[config.mk]
export PLATFORM = sky130hd
export DESIGN_NAME = add_pipe_cla
export DESIGN_NICKNAME = d
export VERILOG_FILES = /design/src/rtl/add_pipe_cla.sv
export SDC_FILE = /design/constraint.sdc
export NUM_CORES = 1
export LEC_CHECK = 0
export ABC_AREA = 1
export BUFFER_PORTS_ARGS = -buffer_cell sky130_fd_sc_hd__buf_4
export CAP_MARGIN = 20
export CORE_MARGIN = 2
export CORE_UTILIZATION = 42
export DETAILED_ROUTE_END_ITERATION = 8
export GPL_TIMING_DRIVEN = 0
export SYNTH_ARGS = -nofsm -noshare
export SYNTH_HDL_FRONTEND = slang
export SYNTH_SLANG_ARGS = --single-unit
export TNS_END_PERCENT = 1
[constraint.sdc]
create_clock -name clock -period 3.55 [get_ports clock]
set_input_delay 0.71 -clock clock [delete_from_list [all_inputs] [get_ports clock]]
set_output_delay 0.71 -clock clock [all_outputs]
set_load 0.02 [all_outputs]
[src/rtl/add_pipe_cla.sv]
// add_pipe_cla: pipelined carry-lookahead adder/subtractor, one WIDTH/STAGES segment resolved per stage.
// Define ADD_PIPE_FLAGS_EN to build the ovf/zero flag logic; otherwise both flags read 0.
module add_pipe_cla #(
   parameter int WIDTH  = 32,
   parameter int STAGES = 2
) (
   input  logic             clock,
   input  logic             clear_n,
   input  logic             in_valid,
   output logic             in_ready,
   input  logic [WIDTH-1:0] ra,
   input  logic [WIDTH-1:0] rb,
   input  logic             c_in,
   input  logic             sub,
   output logic             out_valid,
   input  logic             out_ready,
   output logic [WIDTH-1:0] rc,
   output logic             c_out,
   output logic             ovf,
   output logic             zero
);
   localparam int SW = WIDTH / STAGES;
   localparam int NG = SW / 4;
   localparam int L  = STAGES - 1;

   // Returns {carry_out, sum}; groups pass their carry to the next group via group G/P terms.
   function automatic logic [SW:0] seg_add(input logic [SW-1:0] a, input logic [SW-1:0] b, input logic ci);
      logic [SW-1:0] p, g;
      logic [SW:0]   c;
      logic          gg, pg;
      p = a ^ b;
      g = a & b;
      c = '0;
      c[0] = ci;
      for (int j = 0; j < NG; j++) begin
         gg = 1'b0;
         pg = 1'b1;
         for (int i = 4*j; i < 4*j+3; i++) c[i+1] = g[i] | (p[i] & c[i]);
         for (int i = 4*j; i < 4*j+4; i++) begin
            gg = g[i] | (p[i] & gg);
            pg = pg & p[i];
         end
         c[4*j+4] = gg | (pg & c[4*j]);
      end
      return {c[SW], p ^ c[SW-1:0]};
   endfunction

   logic [STAGES-1:0]            v_q, v_d, c_q, c_d, up_v, up_c, en;
   logic [STAGES:0]              ld;
   logic [STAGES-1:0][WIDTH-1:0] r_q, r_d, a_q, a_d, b_q, b_d, up_r, up_a, up_b;
   logic [STAGES-1:0][SW:0]      s;

   always_comb begin
      up_v[0] = in_valid;
      up_c[0] = sub | c_in;
      up_r[0] = '0;
      up_a[0] = ra;
      up_b[0] = sub ? ~rb : rb;
      for (int k = 1; k < STAGES; k++) begin
         up_v[k] = v_q[k-1];
         up_c[k] = c_q[k-1];
         up_r[k] = r_q[k-1];
         up_a[k] = a_q[k-1];
         up_b[k] = b_q[k-1];
      end
      // A stage loads when empty or when the stage after it is loading too.
      ld[STAGES] = out_ready;
      for (int k = L; k >= 0; k--) ld[k] = !v_q[k] || ld[k+1];
      for (int k = 0; k < STAGES; k++) begin
         s[k]   = seg_add(up_a[k][k*SW +: SW], up_b[k][k*SW +: SW], up_c[k]);
         en[k]  = ld[k] && up_v[k];
         v_d[k] = ld[k] ? up_v[k] : v_q[k];
         c_d[k] = en[k] ? s[k][SW] : c_q[k];
         r_d[k] = en[k] ? (up_r[k] | (WIDTH'(s[k][SW-1:0]) << (k*SW))) : r_q[k];
         a_d[k] = en[k] ? up_a[k] : a_q[k];
         b_d[k] = en[k] ? up_b[k] : b_q[k];
      end
   end

   always_ff @(posedge clock or negedge clear_n) begin
      if (!clear_n) begin
         v_q <= '0;
         c_q <= '0;
         r_q <= '0;
         a_q <= '0;
         b_q <= '0;
      end else begin
         v_q <= v_d;
         c_q <= c_d;
         r_q <= r_d;
         a_q <= a_d;
         b_q <= b_d;
      end
   end

   assign in_ready  = ld[0];
   assign out_valid = v_q[L];
   assign rc        = r_q[L];
   assign c_out     = c_q[L];

`ifdef ADD_PIPE_FLAGS_EN
   logic [STAGES-1:0] z_q, z_d, up_z;
   logic              m_q, m_d;

   always_comb begin
      up_z[0] = 1'b1;
      for (int k = 1; k < STAGES; k++) up_z[k] = z_q[k-1];
      for (int k = 0; k < STAGES; k++) z_d[k] = en[k] ? (up_z[k] & (s[k][SW-1:0] == '0)) : z_q[k];
      // Carry into the MSB recovered from its sum bit and propagate term.
      m_d = en[L] ? (up_a[L][WIDTH-1] ^ up_b[L][WIDTH-1] ^ s[L][SW-1]) : m_q;
   end

   always_ff @(posedge clock or negedge clear_n) begin
      if (!clear_n) begin
         z_q <= '0;
         m_q <= 1'b0;
      end else begin
         z_q <= z_d;
         m_q <= m_d;
      end
   end

   assign ovf  = m_q ^ c_q[L];
   assign zero = v_q[L] & z_q[L];
`else
   assign ovf  = 1'b0;
   assign zero = 1'b0;
`endif
endmodule
After elaboration in Yosys (flattened, before gate mapping). Cells that the tools add are included.

Flip-flop bits (word level): 116. Input bits: 70. Word-level logic and storage cells: 160.

Muxes and demuxes: 1. Bitwise operators: 145. Reductions and logical operators: 6.

Operator list (count): 1-bit AND (80); 16-bit bitwise XOR (4); 1-bit bitwise OR (57); 16-bit AND (2); 32-bit 2-to-1 mux (1); 32-bit NOT (1); 16-bit by 32-bit bitwise OR with 32-bit output (1); 1-bit logical AND (2); 1-bit zero test (2); 1-bit logical OR (2).

Logic depth before layout (Yosys ltp).
Word-level depth: 21. Gate-level depth with buffers: 19. Depth with buffers taken out: 17.

Worst setup path after synthesis. Ideal clock, no wire load.

Path kind: input -> register. Start point: in sub. End point: reg r_q[15] in the netlist's numbering. Library setup time: 0.076 ns. Arrival: 3.547 ns. Data required time: 3.474 ns. Slack: -0.073 ns. Cell stages on the path: 19. Buffers on the path: 2. Path through: buf_6 > buf_4 > xnor2_1 > inv_1 > ha_1 > nand2_1 > nor2_2 > a21oi_2 > nand2_1 > nand2_1 > nand2_1 > nand2_1 > nand2_1 > inv_1 > fa_1 > fa_1 > fa_1 > xor2_1 > o21ai_1.

Word-level cells in the longest chain between the ends: 20. Elaborated cells between the ends (all ways): 44. Classes of those cells: 1 x mux; 43 x bitwise.

Ends and longest elaborated chain: from (decl) (line 14) `input logic sub,`; 32-bit 2-to-1 mux (line 58) `up_b[0] = sub ? ~rb : rb;`; 16-bit bitwise XOR or 16-bit AND (tied branches) (line 31, 32); 1-bit AND (line 40) `gg = g[i] | (p[i] & gg);`; 1-bit bitwise OR (line 40); 1-bit AND (line 40); 1-bit bitwise OR (line 40); 1-bit AND (line 40); 1-bit bitwise OR (line 40); [... 4 more ...]; 1-bit bitwise OR (line 43) `c[4*j+4] = gg | (pg & c[4*j]);`; 1-bit AND (line 38) `for (int i = 4*j; i < 4*j+3; i++) c[i+1] = g[i] | (p[i] & c[i]);`; 1-bit bitwise OR (line 38); 1-bit AND (line 38); 1-bit bitwise OR (line 38); 1-bit AND (line 38); 1-bit bitwise OR (line 38); 16-bit bitwise XOR * (line 45) `return {c[SW], p ^ c[SW-1:0]};`; to (signal assigned) (line 90) `r_q <= r_d;`; to (decl) (line 50) `logic [STAGES-1:0][WIDTH-1:0] r_q, r_d, a_q, a_d, b_q, b_d, up_r, up_a, up_b;`.

Every way passes the cells marked *; elsewhere a longest branch is shown, timed or not. A chain may end at the register's enable or synchronous reset.

Worst setup path after layout.
Start point: in sub. End point: reg r_q[14] in the netlist's numbering.

Word-level cells in the longest chain between the ends: 18. Elaborated cells between the ends (all ways): 42. Classes of those cells: 1 x mux; 41 x bitwise.

Ends and longest elaborated chain (line): 32-bit 2-to-1 mux (58); 16-bit bitwise XOR or 16-bit AND (tied branches) (31, 32); 1-bit AND (40); 1-bit bitwise OR (40); 1-bit AND (40); 1-bit bitwise OR (40); 1-bit AND (40); 1-bit bitwise OR (40); [... 2 more ...]; 1-bit bitwise OR (43); 1-bit AND (43); 1-bit bitwise OR (43); 1-bit AND (38); 1-bit bitwise OR (38); 1-bit AND (38); 1-bit bitwise OR (38); 16-bit bitwise XOR * (45).

Marked as above.

==> run summary <==
================================================================================
Result of the run                                                   finished, violations left
Violations in the final reports                                     design-rule violations
Number of detailed-routing iterations run before antenna repair                6
Routability Congestion                                                     0.844
Wire length of the first global-routing pass                            19200 um
Standard-cell rows                                                            39
CTS clock-pin slew for the worst setup and hold paths                    0.06 ns
Worst-case clock skew                                                 0.00292 ns
Total standard cell area after synthesis                            0.00501 mm^2
Min-delay worst type                                                input port to async pin
Final wirelength                                                        11300 um
Net switching component of the power                                   0.00137 W
Commonest non-fill, non-tap cell in the layout                           nand2_1
Worst slew pin tran                                                     0.608 ns
Yosys Warn Count                                                               0
CTS tree                                                                   built
Routed via count                                                            3842
FFs w/ async S/R, synth                                                     100%
Number of placed instances with taps included                                799
Nature of the critical path endpoint                                    register
Overall routing resource usage                                             19.0%
TritonCTS Buffers                                                              9
# clock sinks                                                                 84
Final hold vios                                                                0
Number of failing setup endpoints in the final timing report                   0
Critical path's most frequent cell                                       nand2_1
Gate count after technology mapping                                          552
List of cells traversed by the critical path                        buf_6 > buf_4 > xor2_1 > ha_1 > nand2_1 > nor2_2 > a21oi_2 > nand2_1 > nand2_1 > nand2_1 > nand2_1 > nand2_1 > inv_1 > fa_1 > fa_2 > fa_2 > o21ai_1
Total grt overflow                                                             0
Crit path DAT                                                            3.63 ns
Syn Area/Cell                                                          9.08 um^2
Share of the clock period used by the worst path after layout              96.3%
Number of global-route vias before repair                                   3995
Slowest Stage Delay on Critical Path                                     0.53 ns
Synth unique cells                                                            28
Seq cells post-synth                                                          84
Internal                                                               0.00256 W
Combinational power share                                                  41.0%
Clock Power Share                                                          22.8%
Register share of total power                                              36.2%
Hold buffers post-CTS                                                          0
Die outline height                                                        113 um
Critical path class                                                 input port to register
Power Dens Cells                                                     621 mW/mm^2
Required arrival time at the worst endpoint                              3.76 ns
Total negative setup slack                                                  0 ns
Share of layout cells above drive strength 1                               27.7%
Vias per cell                                                               4.70
Worst-Skew Late Latency                                                  0.33 ns
Final count of pins violating max slew                                         0
Count of nets left with antenna violations after detail routing                0
Die span in x                                                             113 um
RSZ-0062 raised after global routing                                       false
Highest Clock Rate                                                       292 MHz
Number of antenna violations at the first check in global routing              0
Antenna diode instance count                                                   0
Growth of design area from synthesis to finish                             26.3%
Number of buffers on the longest clock path                                    2
Floorplan core area                                                  0.0115 mm^2
Number of levels in the clock H-tree                                           3
Final-stage net count                                                        795
Count of maximum capacitance violations                                        0
Area of the die                                                      0.0128 mm^2
R2r worst-path depth                                                          16
Layout Cells excl Fill                                                       817
Leakage power summed over all cells                                      3.35 nW
First DRT Iteration DRCs                                                     217
Pin count of the biggest net entering global routing                          85
Post-route DRC                                                                 6
Worst-case vdd ir drop                                                  0.271 mV
Ys flop type                                                             dfrtp_1
Sequential area share after synthesis                                      41.9%
Number of ports placed on the die boundary                                   107
Startpoint type of the worst setup path                               input port
Final critical-path required period                                      3.42 ns
HPWL reported at the end of detailed placement                           8310 um
Top library cells by usage in the layout, fill and taps aside       nand2_1 (202), buf_4 (139), dfrtp_1 (84)
Slew Limit Headroom                                                        59.4%
Clk Tree Root Cell                                                     clkbuf_16
Cell with the biggest individual delay on the critical path                 fa_2
Fill cell instance count of the final layout                                1089
Worst-path fanout max                                                         10
Switching power as a share of total power                                  34.8%
Port Buf Inserts                                                             103
Count of flip-flops with a built-in enable after synthesis                     0
Initial core utilization                                                   43.5%
Routed wirelength normalized by instance count                           13.8 um
================================================================================
[area by class of cell]
type	instances	area, um^2	area share, %
Multi-Input combinational cell	379	2460	38.9
Sequential cell	84	2100	33.2
Timing Repair Buffer	105	801	12.6
Buffer	53	363	5.73
Clock buffer	15	278	4.39
Tap cell	143	179	2.83
Inverter	37	139	2.19
Clock inverter	1	5.00	0.0791
[critical path, delay by kind of cell]
family	cells	cell delay (ns)
xor+xnor	1	0.18
simple gates	7	0.56
fa+ha+maj	4	1.67
buf+inv	3	0.38
compound gates	2	0.11
[path summary, 6_finish.rpt]
kind,start,end,slack (ns)
setup / recovery,sub,r_q[14]$_DFFE_PN0P_,0.13
hold / removal,clear_n,rc[22]$_DFFE_PN0P_,0.36
setup reg to reg,a_q[17]$_DFFE_PN0P_,rc[31]$_DFFE_PN0P_,0.64
hold reg to reg,r_q[8]$_DFFE_PN0P_,rc[8]$_DFFE_PN0P_,0.47
max in group asynchronous,clear_n,a_q[17]$_DFFE_PN0P_,2.56
min in group clock,r_q[8]$_DFFE_PN0P_,rc[8]$_DFFE_PN0P_,0.47
[routing by layer]
metal  GRT usage, %  wire length (um)  up-vias  share of wire, %
met5              0                 0        -                 0
met4           6.10               137        0               1.2
met3           3.43               579       10               5.1
met2           31.2              5330       96                47
met1           25.8              5230     1821                46
li1               -                 -     1915                 -
[cell families after synthesis]
family          share of synthesized area, %
other cells                           0.0748
xor+xnor                                6.99
simple gates                            17.7
compound gates                          5.87
fa+ha+maj                               17.6
buf+inv                                 9.88
flops                                   41.9
[sequential cells by signal, indices dropped and copies added, names as in the netlist]
name / count
a_q: 16
b_q: 16
c_q: 2
r_q: 16
rc: 32
v_q: 2
[cells in the mapped netlist (all sizes together) (2+ instances only)]
cell	number	share of area (%)
nand3	7	0.80
inv	37	2.8
buf	52	7.0
nor2	12	1.1
o21ai	37	3.7
xnor2	32	5.6
o21a	2	0.30
fa	24	9.6
xor2	8	1.4
nand2	205	16
dfrtp	84	42
ha	32	8.0
a21oi	14	1.5
[per-stage QoR]
step / setup WS [ns] / power, W / area (um^2) / util (%) / hold slack, ns
after global routing: 0.0121 / 0.00423 / 6330 / 55.0 / 0.393
after global placement: -0.254 / 0.00302 / 5990 / 52.0 / 0.450
after CTS: 0.0641 / 0.00396 / 6270 / 54.5 / 0.470
after floorplan: 0.0300 / 0.00249 / 5040 / - / 0.414
final: 0.130 / 0.00393 / 6330 / 55.0 / 0.358
after detailed placement: -0.276 / 0.00305 / 5990 / 52.0 / 0.465
[power groups by stage]
| stage | clock (W) | sequential (W) | combinational (W) |
|---|---|---|---|
| 2_1_floorplan | 0 | 0.00140 | 0.00109 |
| 4_1_cts | 0.000913 | 0.00143 | 0.00162 |
| 3_5_place_dp | 0 | 0.00144 | 0.00161 |
| 5_1_grt | 0.000961 | 0.00147 | 0.00180 |
| 6_report | 0.000897 | 0.00143 | 0.00161 |
| 3_3_place_gp | 0 | 0.00143 | 0.00159 |
[timing repair]
action / in CTS / in global routing
setup endpoints to repair: 0 / 1
gates resized for setup: 0 / 5
endpoints found under the hold margin: 0 / 0
buffers inserted: 0 / 1
Note: power is estimated with default switching activity, not from simulation.
